## config.mk

```make
export PLATFORM = sky130hd
export DESIGN_NAME = uart_tx_arbiter
export DESIGN_NICKNAME = d
export VERILOG_FILES = /design/src/rtl/uart_tx_arbiter.sv
export SDC_FILE = /design/constraint.sdc
export NUM_CORES = 1
export LEC_CHECK = 0
export CAP_MARGIN = 40
export CELL_PAD_IN_SITES_DETAIL_PLACEMENT = 1
export CELL_PAD_IN_SITES_GLOBAL_PLACEMENT = 2
export CORE_ASPECT_RATIO = 0.7
export CORE_MARGIN = 2
export CORE_UTILIZATION = 25
export CTS_CLUSTER_SIZE = 25
export DETAILED_ROUTE_END_ITERATION = 8
export DONT_BUFFER_PORTS = 1
export PLACE_DENSITY = 0.7
export SETUP_SLACK_MARGIN = 0.05
export SLEW_MARGIN = 0
export SYNTH_ARGS = -nofsm -noshare
export SYNTH_HDL_FRONTEND = slang
export SYNTH_SLANG_ARGS = --single-unit
```

## constraint.sdc

```tcl
create_clock -name clk -period 1.97 [get_ports clk]
set_input_delay 0.394 -clock clk [delete_from_list [all_inputs] [get_ports clk]]
set_output_delay 0.394 -clock clk [all_outputs]
set_load 0.02 [all_outputs]
```

## src/rtl/uart_tx_arbiter.sv

```systemverilog
// Round-robin arbiter that moves whole messages from NUM_REQ byte requesters into a uart_tx
// buffer under credit flow control. Define UART_TX_ARBITER_TIMEOUT_EN to add a stall timeout.
module uart_tx_arbiter #(
  parameter int NUM_REQ        = 4,
  parameter int BUF_DEPTH      = 16,
  parameter int TIMEOUT_CYCLES = 1024
) (
  input  logic                 clk,
  input  logic                 resetn,
  input  logic [NUM_REQ-1:0]   req_valid,
  input  logic [8*NUM_REQ-1:0] req_data,
  input  logic [NUM_REQ-1:0]   req_last,
  output logic [NUM_REQ-1:0]   req_ready,
  output logic [NUM_REQ-1:0]   grant,
  output logic                 put,
  output logic [7:0]           data,
  input  logic                 empty,
  output logic                 timeout
);

  localparam int IW = $clog2(NUM_REQ);
  localparam int CW = $clog2(BUF_DEPTH) + 1;

  if (NUM_REQ < 2 || NUM_REQ > 8 || BUF_DEPTH < 1 || TIMEOUT_CYCLES < 1) begin : g_param_check
    $error("uart_tx_arbiter: illegal parameter value");
  end

  typedef enum logic {IDLE, XFER} state_t;

  state_t             state_q;
  logic [NUM_REQ-1:0] grant_q;
  logic [NUM_REQ-1:0] grant_d;
  logic [IW-1:0]      last_q;
  logic               put_q;
  logic [7:0]         data_q;
  logic [CW-1:0]      credit_q;
  logic [CW-1:0]      credit_d;
  logic [CW:0]        credit_sum;
  logic               credit_ok;
  logic               acc_valid;
  logic               acc_last;
  logic [7:0]         acc_byte;
  logic               accept;
  logic               win_found;
  logic [IW-1:0]      win_idx;

`ifdef UART_TX_ARBITER_TIMEOUT_EN
  localparam int SW = $clog2(TIMEOUT_CYCLES + 1);
  logic [SW-1:0] stall_q;
  logic          timeout_q;
  logic          stall_hit;

  assign stall_hit = !acc_valid && (stall_q == SW'(TIMEOUT_CYCLES - 1));
  assign timeout   = timeout_q;
`else
  assign timeout = 1'b0;
`endif

  // The byte written this cycle still counts against the limit.
  assign credit_sum = {1'b0, credit_q} + {{CW{1'b0}}, put_q};
  assign credit_ok  = credit_sum < (CW+1)'(BUF_DEPTH);
  assign credit_d   = put_q ? credit_q + CW'(1) : (empty ? '0 : credit_q);

  assign req_ready = (state_q == XFER && credit_ok) ? grant_q : '0;
  assign accept    = (state_q == XFER) && credit_ok && acc_valid;
  assign grant_d   = NUM_REQ'(1) << win_idx;

  assign grant = grant_q;
  assign put   = put_q;
  assign data  = data_q;

  // last_q doubles as the current owner index while in XFER.
  always_comb begin
    acc_valid = 1'b0;
    acc_last  = 1'b0;
    acc_byte  = '0;
    for (int i = 0; i < NUM_REQ; i++) begin
      if (last_q == IW'(i)) begin
        acc_valid = req_valid[i];
        acc_last  = req_last[i];
        acc_byte  = req_data[8*i +: 8];
      end
    end
  end

  always_comb begin
    int cand;
    win_found = 1'b0;
    win_idx   = last_q;
    cand      = 0;
    for (int k = 1; k <= NUM_REQ; k++) begin
      cand = (int'(last_q) + k) % NUM_REQ;
      if (!win_found && req_valid[IW'(cand)]) begin
        win_found = 1'b1;
        win_idx   = IW'(cand);
      end
    end
  end

  always_ff @(posedge clk) begin
    if (!resetn) begin
      state_q   <= IDLE;
      grant_q   <= '0;
      last_q    <= IW'(NUM_REQ - 1);
      put_q     <= 1'b0;
      data_q    <= '0;
      credit_q  <= '0;
`ifdef UART_TX_ARBITER_TIMEOUT_EN
      stall_q   <= '0;
      timeout_q <= 1'b0;
`endif
    end else begin
      put_q    <= accept;
      credit_q <= credit_d;
      if (accept) data_q <= acc_byte;
`ifdef UART_TX_ARBITER_TIMEOUT_EN
      timeout_q <= 1'b0;
`endif
      case (state_q)
        IDLE: begin
          if (win_found) begin
            state_q <= XFER;
            grant_q <= grant_d;
            last_q  <= win_idx;
          end
        end
        XFER: begin
`ifdef UART_TX_ARBITER_TIMEOUT_EN
          stall_q <= acc_valid ? '0 : stall_q + SW'(1);
`endif
          if (accept && acc_last) begin
            state_q <= IDLE;
            grant_q <= '0;
          end
`ifdef UART_TX_ARBITER_TIMEOUT_EN
          else if (stall_hit) begin
            state_q   <= IDLE;
            grant_q   <= '0;
            stall_q   <= '0;
            timeout_q <= 1'b1;
          end
`endif
        end
        default: state_q <= IDLE;
      endcase
    end
  end

endmodule

```

* Yosys cells after proc, flatten, opt, wreduce, memory -nomap -nowiden
Index checks and enable logic that the tools add are counted.
Cells by class: magnitude comparators 5, shift operators 1, add/sub/neg operators 6, equal/unequal tests 5, mux-type cells 41, bitwise operators 1, reductions and logical operators 13
Operators by type and width (number):
- two-way mux 8 bit | 4
- two-way mux 1 bit | 22
- less-than comparator 2 x 4 -> 1 bit, second input constant | 4
- two-way mux 4 bit | 3
- two-way mux 5 bit | 2
- binary-select mux 1 bit (select 2 bit) | 4
- two-way mux 2 bit | 4
- one-hot mux 4 bit (2 select lines) | 1
- adder 5 x 1 -> 6 bit | 1
- logical AND 1 bit | 6
- less-than comparator 6 x 5 -> 1 bit, second input constant | 1
- adder 5 x 1 -> 5 bit, second input constant | 1
- adder 2 x 1 -> 2 bit, second input constant | 2
- adder 2 bit, second input constant | 2
- == test 2 bit, second input constant | 2
- AND reduction 2 bit | 2
- << shifter 1 x 2 -> 4 bit, first input constant | 1
- zero test 1 bit | 3
- == test 2 x 1 -> 1 bit, second input constant | 1
- zero test 2 bit | 1
- != test 2 x 1 -> 1 bit, second input constant | 1
- != test 2 bit, second input constant | 1
- one-hot mux 1 bit (2 select lines) | 1
- nonzero test 2 bit | 1
- NOT 1 bit | 1
Word-level totals: output and inout bits 18, register bits after elaboration 21, input bits 43

* Depth between registers and ports, before layout
Gate-level depths: netlist of the first run.
word-level depth 17, gate-level depth with buffers 9, gate-level depth less buffers 7

* Worst setup path after synthesis of the first run
Ideal clock, no wire load.
kind reg2reg, start reg last_q[0], end reg grant_q[0] (netlist: grant[0]), setup slack -154 ps, stages on the path, launching flop included 8, clock period less this slack 2124 ps, arrival time 2006 ps, setup time 117 ps, path through dfxtp_1 -> inv_1 -> ha_1 -> buf_6 -> mux2_4 -> o22a_1 -> mux2_4 -> a32o_2
On the way: cells in the longest elaborated chain, start to end 17
Ends and longest elaborated chain:
- start, declared | RTL line 33 | logic [IW-1:0] last_q;
- start signal, assigned | RTL line 104 | last_q <= IW'(NUM_REQ - 1);
- start signal, assigned | RTL line 124 | last_q <= win_idx;
- adder 2 x 1 -> 2 bit | RTL line 92 | cand = (int'(last_q) + k) % NUM_REQ;
- binary-select mux 1 bit (select 2 bit) | RTL line 93 | if (!win_found && req_valid[IW'(cand)]) begin
- two-way mux 1 bit (implied by the code) (2 in a row) | RTL line 93
- two-way mux 1 bit | RTL line 93
- zero test 1 bit | RTL line 93
- logical AND 1 bit | RTL line 93
- two-way mux 1 bit | RTL line 93
- zero test 1 bit | RTL line 93
- logical AND 1 bit | RTL line 93
- two-way mux 1 bit | RTL line 93
- zero test 1 bit | RTL line 93
- logical AND 1 bit | RTL line 93
- two-way mux 2 bit | RTL line 93
- << shifter 1 x 2 -> 4 bit | RTL line 66 | assign grant_d = NUM_REQ'(1) << win_idx;
- two-way mux 4 bit | RTL line 121 | if (win_found) begin
- one-hot mux 4 bit (2 select lines) | RTL line 119 | case (state_q)
- end signal, assigned | RTL line 123 | grant_q <= grant_d;
- end, declared | RTL line 31 | logic [NUM_REQ-1:0] grant_q;
Several ways; a longest one is shown, not always the timed one. The select of a mux whose other input is x is not followed. A chain may end at the register's enable or synchronous reset.

* Worst setup path after layout of the first run
start reg last_q[1], end reg grant_q[0] (netlist: grant[0])
Same word-level chain as after synthesis.

==> flow_summary.yaml, run 1 <==
die:
  start_util: 0.265
  io_pins: 61
  row_count: 23
  die_w_microns: 98.0
  dieArea_sq_um: 6850
  die_h_microns: 69.8
  coreArea_sq_um: 5840
global_route:
  grt_pass1_wl_microns: 6810
  top_usage_layer: "met2"
  grt_max_degree: 20
  gr-usage-met2: 0.178
  gr-usage-all-layers: 0.122
  grt_pass1_vias: 1330
  grt_overflow: 0
  antenna_found_initial: 0
  global_route.usage.met1: 0.170
  met3_usage: 0.0575
synthesis:
  yosysWarnings: 0
  synth_cell_type_count: 52
  ys_ff_latch: 21
  syn_nets: 227
  avgSynthCellArea_sq_um: 8.65
  synth_top_family_by_area: "compound AO/OA/AOI/OAI gates"
  synthAdderAreaFrac: 0.0404
  synth_xor_area_frac: 0
  syn_area_sq_um: 1550
  yosys.area_share.simple: 0.236
  synth-compound-area-share: 0.322
  synthCells: 179
  synth_mux_area_frac: 0.0461
  yosysSeqAreaShare: 0.272
clock_tree:
  cts_tree: "yes"
  ctsRootBufferMaster: "clkbuf_8"
  htreeDepth: 1
  ctsHoldBuffers: 0
  cts_buffer_depth: 2
  cts.sinks: 21
  insertion_delay_ps: 260
  cts_inserted_buffers: 3
  clkSlewWorstSetupHoldPaths_ps: 80
cells_and_area:
  n_antenna_cell: 0
  area_growth_pct: 14.1
  fill_cells: 696
  nNetsFinal: 232
  fin_util: 0.302
  drive_gt1_frac: 0.279
  final_cells: 258
power_and_ir_drop:
  vdd_drop_max_v: 0.000287
  p_leak_uw: 0.000657
  power.density_nw_per_um2: 903
  total_power_uw: 1590
drt:
  wl_microns: 4210
  detail-route-antenna-nets: 0
  first_pass_iters: 4
  vias: 1376
  wire_per_inst_microns: 16.3
  drc: 0
  initialDrtViolationCount: 49
  drt-vias-per-instance: 5.33
place:
  hpwl_microns: 3320
  io_buffers: 0
  dp_cells: 250
  place_ws_ps: 61.8
  gp_congestion: 0.713
timing:
  fin_tns_setup_ps: 0
  period_share: 0.934
  finalSetupViolCount: 0
  setup_slack_ps: 129
  finalHoldViolCount: 0
  max_clock_freq_mhz: 543
  rsz0062_at_grt: "yes"
  slew_violations: 0
  fin_crit_ps: 1840
  fin_skew_ps: 1.91
min_path:
  hp-class: "primary input to register"
run_status:
  status: "completed"
critical_path:
  start_kind: "register"
  worstPathArrival_ps: 1990
  worst_setup_path_end_kind: "register"
  critPathRequiredTime_ps: 2120
  worstPathMaxFanout: 6
  worstSetupPathType: "register to register"
run:
  maxCapViolCount: 0
logic make-up after synthesis:
family                   count (synthesis)
adder cells (fa/ha/maj)                  5
AO/OA/AOI/OAI                           60
flip-flops                              21
buffers and inverters                   23
other                                    1
AND/OR/NAND/NOR                         63
multiplexers                             6
flip-flops by register name (all words and copies together) (netlist names):
name	cells
credit_q	5
last_q	2
put	1
state_q	1
grant	4
data	8
where the power goes:
part           switching (uW)  leakage (uW)  internal, uW
Sequential                107      0.000172           489
Clock                     136     0.0000228           144
Combinational             381      0.000462           337
Total                     624      0.000657           970
timing repair:
action,in CTS,in global routing
gates cloned,0,0
endpoints found under the setup margin,1,6
pin swaps,3,7
setup buffers,2,2
resized for setup,1,11
path summary, 6_finish.rpt:
kind | slack [ps] | cells past startpoint | start | to
setup / recovery | 130 | 6 | last_q[1] | grant[0]
hold / removal | 230 | 1 | resetn | last_q[0]
setup reg to reg | 130 | 6 | last_q[1] | grant[0]
hold reg to reg | 540 | 2 | credit_q[2] | credit_q[2]
critical path, cell delays in order, from the launching register on:
cell	delay (ps)
dfxtp_4	380
inv_4	40
ha_4	300
mux2_4	300
o22a_1	180
mux2_4	290
a32o_2	240
cell usage after synthesis, drive strengths merged:
cell     instances  area [sq um]
dfxtp           21           420
a21oi           20           115
nor2            13          51.3
nor2b           13          81.3
buf             12          85.1
a221oi           9          85.1
a211oi           8          95.1
nand2            8          37.5
nor3             8          40.0
inv              7          26.3
o21ai            6          30.0
and2             5          31.3
ha               5          62.6
clkbuf           4          15.0
nand2b           4          35.0
mux2             3          41.3
mux2i            3          30.0
nor3b            3          22.5
o211ai           3          22.5
a32o             2          22.5
nand3            2          10.0
nand3b           2          15.0
o221ai           2          17.5
o2bb2ai          2          23.8
a31oi            1          21.3
a41oi            1          8.76
and3b            1          8.76
and4             1          8.76
conb             1          3.75
nand4            1          6.26
o211a            1          10.0
o22a             1          8.76
o22ai            1          6.26
o311a            1          10.0
o311ai           1          8.76
o31ai            1          12.5
or3              1          6.26
or4              1          11.3
layout make-up:
class                      count  area, sq um  area share
tap                           75         93.8      0.0532
clock buffer                   4         45.0      0.0255
inverter                       7         31.3      0.0177
sequential                    21          428       0.242
timing repair buffer          16          136      0.0773
multi-input combinational    135         1030       0.584
per-layer routing:
metal	vias to the layer above	wire, microns
met5	-	0
met4	0	0
met3	0	441
met2	60	1740
met1	647	2030
li1	669	-
cell usage in the layout (no fill, tap or decap), drive strengths merged:
cell type | Yosys | final
nor2 | 13 | 13
nor2b | 13 | 13
nor3 | 8 | 8
o311a | 1 | 1
or3 | 1 | 1
a32o | 2 | 2
nand3b | 2 | 2
ha | 5 | 5
o31ai | 1 | 1
nor3b | 3 | 3
nand2b | 4 | 4
a211oi | 8 | 8
nand2 | 8 | 8
a41oi | 1 | 1
and2 | 5 | 5
a221oi | 9 | 9
and3b | 1 | 1
o311ai | 1 | 1
o211a | 1 | 1
buf | 12 | 16
o22ai | 1 | 1
or4 | 1 | 1
inv | 7 | 7
and4 | 1 | 1
conb | 1 | 1
o22a | 1 | 1
mux2 | 3 | 3
a31oi | 1 | 1
o21ai | 6 | 6
a21oi | 20 | 20
nand3 | 2 | 2
o211ai | 3 | 3
clkbuf | 4 | 4
o221ai | 2 | 2
o2bb2ai | 2 | 2
nand4 | 1 | 1
mux2i | 3 | 3
dfxtp | 21 | 21
through the flow:
step           hold WS (ps)  area [sq um]
6_report                229          1770
5_1_grt                 233          1770
4_1_cts                 221          1720
3_5_place_dp            495          1660
3_3_place_gp            495          1660
2_1_floorplan           484          1570
Power figures use the tool's default switching activity.
==> run 2, diff against run 1 <==
--- a/config.mk
+++ b/config.mk
@@ -14,7 +14,7 @@
 export CTS_CLUSTER_SIZE = 25
 export DETAILED_ROUTE_END_ITERATION = 8
 export DONT_BUFFER_PORTS = 1
-export PLACE_DENSITY = 0.7
+export PLACE_DENSITY = 0.68
 export SETUP_SLACK_MARGIN = 0.05
 export SLEW_MARGIN = 0
 export SYNTH_ARGS = -nofsm -noshare
==> constraint.sdc (replaced) <==
create_clock -name clk -period 2.27 [get_ports clk]
set_input_delay 0.454 -clock clk [delete_from_list [all_inputs] [get_ports clk]]
set_output_delay 0.454 -clock clk [all_outputs]
set_load 0.02 [all_outputs]
==> flow_summary.yaml, run 2 (synthesized netlist as in run 1, its figures left out) <==
clock_tree:
  cts_tree: "yes"
  cts.sinks: 21
  ctsRootBufferMaster: "clkbuf_8"
  cts_resized: 0
  ctsHoldBuffers: 0
  postCtsSetupRepairBufs: 0
  htreeDepth: 1
  clkSlewWorstSetupHoldPaths_ps: 80
  cts_buffer_depth: 2
  cts_inserted_buffers: 3
  insertion_delay_ps: 260
critical_path:
  critPathRequiredTime_ps: 2430
  worstSetupPathType: "register to register"
  worstPathMaxFanout: 10
  worst_setup_path_end_kind: "register"
  worstPathArrival_ps: 2210
  start_kind: "register"
timing:
  fin_skew_ps: 4.09
  holdWs_ps: 283
  period_share: 0.903
  finalSetupViolCount: 0
  slew_violations: 0
  rsz0062_at_grt: "no"
  fin_tns_setup_ps: 0
  fin_crit_ps: 2050
  finalHoldViolCount: 0
  max_clock_freq_mhz: 488
  setup_slack_ps: 219
global_route:
  grt_overflow: 0
  gr-usage-all-layers: 0.126
  grt_pass1_wl_microns: 7040
  antenna_found_initial: 0
  grt_pass1_vias: 1344
  grt_max_degree: 20
drt:
  detail-route-antenna-nets: 0
  drt-vias-per-instance: 5.30
  drc: 0
  vias: 1335
  initialDrtViolationCount: 41
  first_pass_iters: 4
  wire_per_inst_microns: 16.3
  wl_microns: 4100
die:
  row_count: 23
  die_h_microns: 69.8
  coreArea_sq_um: 5840
  die_w_microns: 98.0
  dieArea_sq_um: 6850
  io_pins: 61
  start_util: 0.265
cells_and_area:
  nNetsFinal: 226
  drive_gt1_frac: 0.209
  fill_cells: 693
  fin_area_sq_um: 1660
  area_growth_pct: 7.44
  n_antenna_cell: 0
  mostFrequentLayoutCell: "dfxtp_1"
  layout_common_cells: "dfxtp_1, a21oi_1, nor2b_1, nor2_1, buf_4"
  largest_reg_flops: 8
place:
  placed_area_sq_um: 1620
  place_ws_ps: 222
  gp_congestion: 0.755
  hpwl_microns: 3310
  io_buffers: 0
power_and_ir_drop:
  comb_power_share: 0.420
  power.density_nw_per_um2: 782
  pwr-share-seq: 0.391
  vdd_drop_max_v: 0.000220
  p_switching_uw: 524
  p_int_uw: 776
  power.share.clock: 0.189
  swShare: 0.403
  p_leak_uw: 0.000628
run:
  maxCapViolCount: 0
min_path:
  hp-class: "primary input to register"
run_status:
  status: "completed"
==> run 2: worst max-delay path, cell delays in order (launching register included) <==
cell	delay, ps
dfxtp_1	330
inv_1	90
ha_1	480
mux2_4	330
o22a_1	170
mux2_4	290
a32o_2	260
==> run 2: metrics by stage <==
stage / util / total power (uW) / cells
6_report: 0.285 / 1300 / 252
5_1_grt: 0.285 / 1410 / 252
4_1_cts: 0.285 / 1320 / 252
3_5_place_dp: 0.277 / 1070 / 248
3_3_place_gp: 0.277 / 1060 / 248
2_1_floorplan: - / 970 / 179
==> run 2: power by group through the flow <==
stage / logic [uW] / registers [uW] / clock network [uW]
after floorplan: 456 / 514 / 0
after global placement: 539 / 518 / 0
after detailed placement: 550 / 519 / 0
after CTS: 552 / 510 / 260
after global routing: 612 / 519 / 275
final: 546 / 508 / 246
==> run 2: area by class of cell <==
| cell class | instances | area (sq um) | share of cell area |
|---|---|---|---|
| multi-input combinational | 135 | 1000 | 0.602 |
| clock buffer | 3 | 41.3 | 0.0248 |
| sequential | 21 | 420 | 0.253 |
| timing repair buffer | 10 | 75.1 | 0.0451 |
| clock inverter | 1 | 5.00 | 0.00301 |
| tap | 75 | 93.8 | 0.0564 |
| inverter | 7 | 26.3 | 0.0158 |
==> run 2: path summary, 6_finish.rpt <==
path / startpoint / to / slack [ps] / cells after the start
min: resetn / last_q[0] / 280 / 1
min reg2reg: credit_q[2] / credit_q[2] / 550 / 2
max reg2reg: last_q[0] / grant[0] / 220 / 6
max: last_q[0] / grant[0] / 220 / 6
==> run 2: layer usage <==
metal	part of all wire	track usage
met5	0	0
met4	0.0042	0.0231
met3	0.092	0.0534
met2	0.42	0.183
met1	0.49	0.173
